[src/rtl/uart_pkg.sv]
// Shared types and constants for the byte-serial UART transmitter.
//   uart_state_e : transmitter FSM states
//   UART_DATA_W  : payload width
//   baud_div()   : clock cycles per bit for a given clock/line rate
package uart_pkg;

    localparam int unsigned UART_DATA_W = 8;

    typedef enum logic [2:0] {
        IDLE  = 3'd0,
        LOAD  = 3'd1,
        START = 3'd2,
        DATA  = 3'd3,
        STOP  = 3'd4
    } uart_state_e;

    // Integer cycles per bit; truncating division is intended.
    function automatic int unsigned baud_div(input int unsigned clk_hz, input int unsigned baud);
        return clk_hz / baud;
    endfunction

endpackage

[src/rtl/uart_baud_cnt.sv]
// Bit-period counter for the UART transmitter.
//   clk, reset_n : clock, async active-low reset
//   clr          : hold the count at zero
//   count        : current position inside the bit period
//   tick         : high in the last cycle of a bit period
module uart_baud_cnt #(
    parameter int unsigned BAUD_DIV = 434
) (
    input  logic                        clk,
    input  logic                        reset_n,
    input  logic                        clr,
    output logic [$clog2(BAUD_DIV)-1:0] count,
    output logic                        tick
);

    localparam int unsigned CNT_W = $clog2(BAUD_DIV);

    assign tick = (count == CNT_W'(BAUD_DIV - 1));

    // Free-running modulo-BAUD_DIV counter, restarted by clr.
    always_ff @(posedge clk or negedge reset_n) begin
        if (!reset_n) begin
            count <= '0;
        end else if (clr || tick) begin
            count <= '0;
        end else begin
            count <= count + CNT_W'(1);
        end
    end

endmodule

[src/rtl/uart_tx_byte.sv]
// 8N1 LSB-first UART transmitter fed by a FIFO read stream.
//   clk, reset_n : clock, async active-low reset
//   tx_en        : send request, honoured only while idle
//   tx_data      : byte, captured LOAD_DLY cycles after the request
//   tx_ready     : idle and not currently being requested (to data_vld)
//   txd          : serial line, idle high, registered
//   tx_busy      : frame in progress
//   tx_done      : pulse in the last stop-bit cycle
module uart_tx_byte
    import uart_pkg::*;
#(
    parameter int unsigned CLK_FREQ = 50_000_000,
    parameter int unsigned BAUD     = 115200,
    parameter int unsigned BAUD_DIV = baud_div(CLK_FREQ, BAUD),
    parameter int unsigned LOAD_DLY = 1
) (
    input  logic                   clk,
    input  logic                   reset_n,
    input  logic                   tx_en,
    input  logic [UART_DATA_W-1:0] tx_data,
    output logic                   tx_ready,
    output logic                   txd,
    output logic                   tx_busy,
    output logic                   tx_done
);

    localparam int unsigned CNT_W = $clog2(BAUD_DIV);
    localparam int unsigned LC_W  = $clog2(LOAD_DLY + 1);

    uart_state_e            state, state_nxt;
    logic [UART_DATA_W-1:0] shreg, shreg_nxt;
    logic [2:0]             bit_idx, bit_idx_nxt;
    logic [LC_W-1:0]        load_cnt, load_cnt_nxt;
    logic                   txd_nxt, tx_busy_nxt, tx_done_nxt;
    logic                   baud_clr;
    logic                   baud_tick;
    logic [CNT_W-1:0]       baud_count;

    uart_baud_cnt #(.BAUD_DIV(BAUD_DIV)) u_baud (
        .clk     (clk),
        .reset_n (reset_n),
        .clr     (baud_clr),
        .count   (baud_count),
        .tick    (baud_tick)
    );

    // Drops in the request cycle so a registered requester pops exactly once.
    assign tx_ready = (state == IDLE) & ~tx_en;

    // State, datapath and registered outputs.
    always_ff @(posedge clk or negedge reset_n) begin
        if (!reset_n) begin
            state    <= IDLE;
            shreg    <= '0;
            bit_idx  <= '0;
            load_cnt <= '0;
            txd      <= 1'b1;
            tx_busy  <= 1'b0;
            tx_done  <= 1'b0;
        end else begin
            state    <= state_nxt;
            shreg    <= shreg_nxt;
            bit_idx  <= bit_idx_nxt;
            load_cnt <= load_cnt_nxt;
            txd      <= txd_nxt;
            tx_busy  <= tx_busy_nxt;
            tx_done  <= tx_done_nxt;
        end
    end

    // Next-state and next-output logic.
    always_comb begin
        state_nxt    = state;
        shreg_nxt    = shreg;
        bit_idx_nxt  = bit_idx;
        load_cnt_nxt = load_cnt;
        baud_clr     = 1'b0;
        txd_nxt      = 1'b1;

        case (state)
            IDLE: begin
                baud_clr = 1'b1;
                if (tx_en) begin
                    state_nxt    = LOAD;
                    load_cnt_nxt = '0;
                end
            end
            LOAD: begin
                // Baud counter held at zero so START begins a full period.
                baud_clr = 1'b1;
                if (load_cnt == LC_W'(LOAD_DLY - 1)) begin
                    shreg_nxt = tx_data;
                    state_nxt = START;
                end else begin
                    load_cnt_nxt = load_cnt + LC_W'(1);
                end
            end
            START: begin
                if (baud_tick) begin
                    state_nxt   = DATA;
                    bit_idx_nxt = '0;
                end
            end
            DATA: begin
                if (baud_tick) begin
                    shreg_nxt   = shreg >> 1;
                    bit_idx_nxt = bit_idx + 3'd1;
                    if (bit_idx == 3'd7) begin
                        state_nxt = STOP;
                    end
                end
            end
            STOP: begin
                if (baud_tick) begin
                    state_nxt = IDLE;
                end
            end
            default: state_nxt = IDLE;
        endcase

        // Line level follows the state being entered, keeping txd a clean flop.
        case (state_nxt)
            START:   txd_nxt = 1'b0;
            DATA:    txd_nxt = shreg_nxt[0];
            default: txd_nxt = 1'b1;
        endcase

        tx_busy_nxt = (state_nxt != IDLE);
        // Registered one cycle early so the pulse lands on the last stop cycle.
        tx_done_nxt = (state == STOP) && (baud_count == CNT_W'(BAUD_DIV - 2));
    end

endmodule

[config.mk]
export PLATFORM = sky130hd
export DESIGN_NAME = uart_tx_byte
export DESIGN_NICKNAME = d
export VERILOG_FILES = /design/src/rtl/uart_pkg.sv /design/src/rtl/uart_baud_cnt.sv /design/src/rtl/uart_tx_byte.sv
export SDC_FILE = /design/constraint.sdc
export NUM_CORES = 1
export LEC_CHECK = 0
export ABC_AREA = 1
export BUFFER_PORTS_ARGS = -buffer_cell sky130_fd_sc_hd__buf_2
export CORE_MARGIN = 2
export CORE_UTILIZATION = 40
export CTS_CLUSTER_SIZE = 12
export DETAILED_ROUTE_END_ITERATION = 8
export PLACE_DENSITY_LB_ADDON = 0.05
export SLEW_MARGIN = 25
export SYNTH_ARGS = -nofsm -noshare
export SYNTH_HDL_FRONTEND = slang
export SYNTH_SLANG_ARGS = --single-unit
[constraint.sdc]
create_clock -name clk -period 2.5 [get_ports clk]
set_input_delay 0.125 -clock clk [delete_from_list [all_inputs] [get_ports clk]]
set_output_delay 0.125 -clock clk [all_outputs]
set_load 0.1 [all_outputs]
## Yosys cells after proc, flatten, opt, wreduce, memory -nomap -nowiden

Cells that the tools add are included.

| word-level totals | value |
|---|---|
| register bits | 27 |
| input port bits | 11 |
| output and inout bits | 4 |

| operators by class | value |
|---|---|
| add/subtract/negate cells | 3 |
| equality and inequality tests | 13 |
| multiplexer cells | 19 |
| bitwise operators | 2 |
| reduce and logical (&&, ||, !) cells | 11 |

Operators with widths:

| kind | count |
|---|---|
| 3-bit 2-to-1 mux | 8 |
| 9-bit equality test, second input constant | 2 |
| 8-bit 2-to-1 mux | 2 |
| 8-bit case mux with 2 select lines | 1 |
| 3-bit case mux with 5 select lines | 1 |
| 3-bit by 2-bit equality test with 1-bit output, second input constant | 4 |
| 9-bit by 1-bit adder with 9-bit output, second input constant | 1 |
| 9-bit 2-to-1 mux | 1 |
| 3-bit equality test, second input constant | 2 |
| 3-bit case mux with 2 select lines | 1 |
| 3-bit AND reduction | 2 |
| 2-bit nonzero test | 3 |
| 2-bit by 1-bit != test with 1-bit output, second input constant | 2 |
| 2-bit != test, second input constant | 2 |
| 1-bit case mux with 2 select lines | 2 |
| 3-bit by 1-bit adder with 3-bit output, second input constant | 1 |
| 3-bit by 1-bit equality test with 1-bit output, second input constant | 1 |
| 3-bit zero test | 1 |
| 1-bit 2-to-1 mux | 3 |
| 3-bit nonzero test | 1 |
| 2-bit AND reduction | 1 |
| 2-bit OR reduction | 1 |
| 1-bit adder, second input constant | 1 |
| 1-bit AND | 1 |
| other kinds (3) | 3 |

## Depth between registers and ports, before layout

Gate-level depths: netlist of the first run.

| depth | value |
|---|---|
| word-level depth | 6 |
| mapped depth | 10 |

## By module

A second synthesis of the first run with hierarchy kept.

| unflattened totals | value |
|---|---|
| cells, all modules | 169 |
| area total of the unflattened synthesis | 1356.3 sq um |

Modules (own cells, without submodules):

| module | times used | cells an instance | area an instance (sq um) | sequential area each (sq um) |
|---|---|---|---|---|
| uart_tx_byte | 1 | 101 | 853.3 | 426.7 |
| uart_baud_cnt | 1 | 68 | 503.0 | 225.2 |

## Worst setup path before layout of the first run

No wires, ideal clock.

| path | value |
|---|---|
| path type | register to output |
| start | register state[2] |
| end | output tx_ready |
| arrival time | 2.636 ns |
| setup slack | -0.261 ns |
| cell stages (with the launch flop) | 4 |
| cells stage by stage | dfrtp_1 -> inv_1 -> nand2_1 -> nor3_1 |

| on the way | value |
|---|---|
| word-level cells in the longest chain between the ends | 2 |

Ends and longest elaborated chain:

| item | RTL line | text |
|---|---|---|
| from (decl) | uart_tx_byte.sv:30 | `uart_state_e state, state_nxt;` |
| from (signal assigned) | uart_tx_byte.sv:61 | `state <= state_nxt;` |
| 3-bit zero test | uart_tx_byte.sv:48 | `assign tx_ready = (state == IDLE) & ~tx_en;` |
| 1-bit AND | uart_tx_byte.sv:48 |  |
| to (decl) | uart_tx_byte.sv:21 | `output logic tx_ready,` |

Every way passes these cells.

## Final worst setup path of the first run

Same ends and word-level chain as after synthesis.

==> impl_metrics.env, run 1 <==
export IMPL_status="completed"
export IMPL_clkTransAtPathRegs_ps=150
export IMPL_arrival_ps=1580
export IMPL_die_w_um=60.7
export IMPL_synth_area_top_cells="dfrtp_1 (49%), nand2_1 (11%), ha_1 (4.9%)"
export IMPL_synth_top_area_share_pct=48.7
export IMPL_syn_avg_cell_area_um2=9.10
export IMPL_drtPass1Iterations=4
export IMPL_core_area_um2=3050
export IMPL_cts_root_buffer="clkbuf_4"
export IMPL_clock_sinks=26
export IMPL_cts_resized=0
export IMPL_cap_violations=0
export IMPL_ant_nets=0
export IMPL_leakagePower_nw=0.775
export IMPL_instances_no_fill=206
export IMPL_syn_inst=141
export IMPL_path_max_fanout=6
export IMPL_setup_viol=0
export IMPL_start_kind="flip-flop"
export IMPL_layout_min_cycle_time_ps=1700
export IMPL_cts_tree="yes"
export IMPL_synth_cell_types=25
export IMPL_hp_class="input pin to flip-flop"
export IMPL_clkLatencyLatePin_ps=320
export IMPL_portBuffers=14
export IMPL_htreeDepth=1
export IMPL_pre_cts_ws_ps=1040
export IMPL_finalWirelength_um=2270
export IMPL_numCtsBuffers=3
export IMPL_drc_errors=0
export IMPL_synth_edff_count=0
export IMPL_max_freq_mhz=588
export IMPL_fin_skew_ps=6.05
export IMPL_layout_nets=179
export IMPL_num_antenna_cells=0
export IMPL_cts_hold_buffers_added=3
export IMPL_hold_viol=0
export IMPL_start_util_pct=42.0
export IMPL_dieArea_um2=3680
export IMPL_syn_area_um2=1280
export IMPL_crit_type="flip-flop to output port"
export IMPL_worstPathRequired_ps=2380
export IMPL_dp_hpwl_um=1720
export IMPL_rows=20
export IMPL_seq_area_frac_synth_pct=50.8
export IMPL_synth_common_cells="nand2_1 (36), dfrtp_1 (25), inv_1 (16), nand3_1 (8)"
export IMPL_overflow=0
export IMPL_vias=968
export IMPL_syn_nets=157
export IMPL_dp_cells=199
export IMPL_slew_viol_final=0
export IMPL_setup_tns_ps=0
export IMPL_total_power_w=0.000746
export IMPL_groute_usage_overall_pct=14.9
export IMPL_antenna_found_initial=0
export IMPL_hold_ws_ps=19.2
export IMPL_fin_crit_sh_pct=68.1
export IMPL_wl_per_cell_um=11.0
export IMPL_fin_ws_ps=798
export IMPL_ys_ff_latch=26
export IMPL_synth_top_area_cell="dfrtp_1"
export IMPL_drt_first_iter_violations=38
export IMPL_boundaryPins=15
export IMPL_gp_congestion=0.801
export IMPL_clockBufferDepth=2
export IMPL_worst_pin_slew_ps=578
export IMPL_grt_max_degree=27
export IMPL_p_per_area_nw_per_um2=498
export IMPL_post_cts_buffers=0
export IMPL_grt_pass1_vias=947
export IMPL_yosysMostFrequentCell="nand2_1"
export IMPL_synth_async_reset_ratio_pct=100
export IMPL_cp_end_kind="output port"
export IMPL_vias_per_cell=4.70
export IMPL_die_h_um=60.7
export IMPL_ir_drop_uv=238
export IMPL_areaGrowthSynthToFinish_pct=16.6
export IMPL_slew_headroom_pct=61.5
export IMPL_final_layout_size_suffix_gt1_share_pct=22.2
export IMPL_synth_warnings=0
export IMPL_grt_pass1_wl_um=4060
export IMPL_synth_ff_type="dfrtp_1"
export IMPL_rsz0062_at_grt="no"
worst paths after layout:
kind	from	endpoint	slack (ps)	depth (start not counted)
setup / recovery	state[2]	tx_ready	800	4
hold / removal	tx_data[4]	shreg[4]	20	3
min in group asynchronous	reset_n	tx_done	310	2
setup reg to reg	u_baud.count[1]	shreg[3]	1020	9
max in group asynchronous	reset_n	u_baud.count[3]	1810	2
hold reg to reg	shreg[7]	shreg[7]	490	2
worst max-delay path: stages, from the launching register on:
cell and delay (ps):
dfrtp_1 480, inv_1 130, nand2_1 110, nor3_2 100, buf_2 440
state kept, by name, summed over array words and instances, names as in the netlist:
name / count
bit_idx: 3
shreg: 8
tx_busy: 1
state: 3
tx_done: 1
txd: 1
u_baud.count: 9
placed cells by master, fill, tap and decap left out, types with 3 or more instances in the layout:
cell	netlist	layout
nand2_1	36	36
dfrtp_1	25	25
inv_1	16	16
buf_2	0	14
nand3_1	8	8
nor2_1	7	7
nor3_1	7	6
a22oi_1	5	5
ha_1	5	5
nand2_2	4	4
a21oi_1	4	4
nand3_2	4	4
inv_2	3	3
nand4_1	3	3
clkbuf_4	0	3
dlygate4sd3_1	0	3
cell type report:
type | count | area [µm²]
Clock buffer | 3 | 22.5
Tap cell | 44 | 55.1
Multi-Input combinational cell | 96 | 566
Sequential cell | 26 | 652
Clock inverter | 1 | 30.0
Fill cell | 312 | 1560
Timing Repair Buffer | 17 | 100
Inverter | 19 | 71.3
kinds of logic after synthesis:
family,count (synthesis),share of synthesized area (%)
AOI/OAI and AO/OA,14,7.51
adders and majority gates,5,4.87
and+or+nand+nor,76,30.6
DFF,26,50.8
buffers and inverters,19,5.56
xor gates and xnor gates,1,0.682
power by group:
part	internal, W	total, W	leakage [nW]	switching [W]
Sequential	0.000427	0.000430	0.321	0.00000306
Clock	0.000162	0.000290	0.0279	0.000128
Combinational	0.0000115	0.0000255	0.426	0.0000139
layer usage:
metal	part of all wire [%]	wire [µm]	track usage (%)	up-vias
li1	-	-	-	507
met3	1.9	44	2.56	4
met5	0	0	0	-
met4	1.9	43	7.45	0
met1	50	1130	19.3	447
met2	46	1050	24.1	10
through the flow:
step,utilization (%),area (µm²)
floorplan,-,1290
global placement,46.3,1410
detailed placement,46.3,1410
CTS,49.0,1500
global route,49.0,1500
finish,49.0,1500
(Power assumes the default switching activity.)
==> run 2: changes to the inputs <==
--- a/config.mk
+++ b/config.mk
@@ -5,7 +5,7 @@
 export SDC_FILE = /design/constraint.sdc
 export NUM_CORES = 1
 export LEC_CHECK = 0
-export ABC_AREA = 1
+export ABC_AREA = 0
 export BUFFER_PORTS_ARGS = -buffer_cell sky130_fd_sc_hd__buf_2
 export CORE_MARGIN = 2
 export CORE_UTILIZATION = 40
==> constraint.sdc (replaced) <==
create_clock -name clk -period 1.4 [get_ports clk]
set_input_delay 0.07 -clock clk [delete_from_list [all_inputs] [get_ports clk]]
set_output_delay 0.07 -clock clk [all_outputs]
set_load 0.1 [all_outputs]
==> run 2 against run 1 <==
Net effect: the flow now finishes with violations (negative setup slack); total power grew to 4.2 times the previous value; clock power rose by 82%; worst hold slack got worse by 4.3 ps; critical path type is now flip-flop to flip-flop; highest routed layer unchanged.
==> impl_metrics.env, run 2 <==
export IMPL_gp_congestion=0.841
export IMPL_core_area_um2=3030
export IMPL_die_h_um=60.2
export IMPL_rsz0062_at_grt="yes"
export IMPL_clock_sinks=26
export IMPL_layout_nets=192
export IMPL_syn_inst=125
export IMPL_largest_reg_flops=9
export IMPL_synth_top_area_cell="dfrtp_1"
export IMPL_leakagePower_nw=0.913
export IMPL_cts_root_buffer="clkbuf_4"
export IMPL_slew_headroom_pct=61.6
export IMPL_rows=20
export IMPL_p_per_area_nw_per_um2=1600
export IMPL_dp_hpwl_um=1820
export IMPL_setup_viol=20
export IMPL_synth_edff_count=0
export IMPL_grt_max_degree=27
export IMPL_numCtsBuffers=3
export IMPL_num_antenna_cells=0
export IMPL_hold_viol=0
export IMPL_p_int_w=0.00189
export IMPL_layout_min_cycle_time_ps=1620
export IMPL_clkLatencyLatePin_ps=320
export IMPL_start_util_pct=41.8
export IMPL_ir_drop_uv=740
export IMPL_wl_per_cell_um=12.8
export IMPL_overflow=0
export IMPL_grt_pass1_vias=1014
export IMPL_groute_usage_overall_pct=16.9
export IMPL_syn_avg_cell_area_um2=10.1
export IMPL_grt_pass1_wl_um=4600
export IMPL_syn_nets=141
export IMPL_synth_common_cells="dfrtp_1 (25), nand2_1 (19), nor2_1 (16)"
export IMPL_clockBufferDepth=2
export IMPL_synth_async_reset_ratio_pct=100
export IMPL_multiInputGateArea_um2=758
export IMPL_path_max_fanout=2
export IMPL_htreeDepth=1
export IMPL_utilization_pct=64.5
export IMPL_violations="negative setup slack"
export IMPL_synth_warnings=0
export IMPL_synth_area_top_cells="dfrtp_1 (49%), nand2_1 (5.6%), ha_1 (4.9%)"
export IMPL_seq_power_share_pct=35.0
export IMPL_die_w_um=60.2
export IMPL_drt_first_iter_violations=25
export IMPL_vias_per_cell=4.94
export IMPL_fin_ws_ps=-221
export IMPL_drtPass1Iterations=4
export IMPL_synth_ff_type="dfrtp_1"
export IMPL_status="finished with violations"
export IMPL_crit_type="flip-flop to flip-flop"
export IMPL_synth_cell_types=34
export IMPL_vias=1082
export IMPL_synth_top_area_share_pct=49.5
export IMPL_syn_area_um2=1260
export IMPL_portBuffers=14
export IMPL_final_layout_size_suffix_gt1_share_pct=44.0
export IMPL_seq_area_um2=652
export IMPL_worstPathRequired_ps=1670
export IMPL_boundaryPins=15
export IMPL_areaGrowthSynthToFinish_pct=54.5
export IMPL_power_net_switching_w=0.00123
export IMPL_arrival_ps=1890
export IMPL_start_kind="flip-flop"
export IMPL_clkTransAtPathRegs_ps=150
export IMPL_yosysMostFrequentCell="dfrtp_1"
export IMPL_pwr_share_comb_pct=48.0
export IMPL_fin_crit_sh_pct=116
export IMPL_antenna_found_initial=0
export IMPL_layout_commonest_cell="dfrtp_1"
export IMPL_mostFrequentLayoutCells="dfrtp_1 (25), buf_4 (19), nand2_1 (17)"
export IMPL_fin_skew_ps=4.09
export IMPL_switching_share_pct=39.6
export IMPL_top_register="u_baud.count"
export IMPL_fill_cells=261
export IMPL_dieArea_um2=3630
export IMPL_cts_tree="yes"
export IMPL_max_freq_mhz=617
export IMPL_slew_viol_final=0
export IMPL_cp_end_kind="flip-flop"
export IMPL_top_regs="u_baud.count: 9 flops, shreg: 8 flops"
export IMPL_drc_errors=0
export IMPL_seq_area_frac_synth_pct=51.5
export IMPL_ant_nets=0
export IMPL_pre_cts_ws_ps=-215
export IMPL_p_clk_share_pct=17.0
export IMPL_ys_ff_latch=26
export IMPL_finalWirelength_um=2790
export IMPL_hp_class="input pin to flip-flop"
export IMPL_cap_violations=0
export IMPL_worst_pin_slew_ps=577
## run 2: layer usage
layer,routed length (µm),track usage [%],vias to the layer above
met1,1370,23.5,534
met4,23,5.71,0
met3,78,1.95,2
met5,0,0,-
met2,1320,27.3,15
li1,-,-,531
## run 2: area by class of cell
type	count	share of cell area, %
Multi-Input combinational cell	90	38.8
Clock buffer	3	1.15
Inverter	5	0.960
Tap cell	44	2.82
Timing Repair Buffer	50	21.4
Clock inverter	1	1.54
Sequential cell	26	33.4
## run 2: logic make-up after synthesis
family / after synthesis / share of synthesized area [%]
mux: 1 / 0.890
simple gates: 58 / 23.5
buf+inv: 10 / 3.36
compound gates: 17 / 10.2
flops: 26 / 51.5
fa+ha+maj: 5 / 4.95
xor+xnor: 8 / 5.54
## run 2: critical path, stage by stage (launching register included)
cell	delay, ps
dfrtp_1	420
nand3b_1	240
nor4_4	360
nor3b_2	80
a221o_1	290
a21bo_1	180
## run 2: what timing repair did
action                     CTS  global route
hold endpoints to repair    32             0
gates cloned                 0             1
hold buffers                 8             0
buffers inserted             4             6
resized for setup            9            29
setup endpoints to repair   25            25
pin swaps                    4            25
## run 2: power groups by stage
stage / combinational, W / clock (W) / sequential [W]
detailed placement: 0.00123 / 0 / 0.00109
global placement: 0.00120 / 0 / 0.00108
finish: 0.00150 / 0.000529 / 0.00109
floorplan: 0.000675 / 0 / 0.00126
global route: 0.00163 / 0.000568 / 0.00111
CTS: 0.00133 / 0.000530 / 0.00108
## run 2: final timing paths
| check | from | end | slack (ps) | cells after the start |
|---|---|---|---|---|
| setup reg to reg | state[2] | txd | -220 | 5 |
| max in group asynchronous | reset_n | txd | 770 | 2 |
| setup / recovery | state[2] | txd | -220 | 5 |
| hold / removal | tx_data[0] | shreg[0] | 10 | 2 |
| hold reg to reg | shreg[4] | shreg[4] | 500 | 2 |
| min in group asynchronous | reset_n | state[2] | 250 | 2 |
## run 2: through the flow
step / total power (W) / setup TNS [ps] / hold slack, ps / std cells / area, µm²
after floorplan: 0.00193 / -1570 / -226 / 125 / 1310
after global placement: 0.00228 / -2430 / 105 / 197 / 1560
after detailed placement: 0.00232 / -3100 / 103 / 197 / 1560
after CTS: 0.00294 / -2680 / 16.5 / 213 / 1780
after global routing: 0.00331 / -2260 / 15.8 / 219 / 1950
final: 0.00312 / -1230 / 14.9 / 219 / 1950
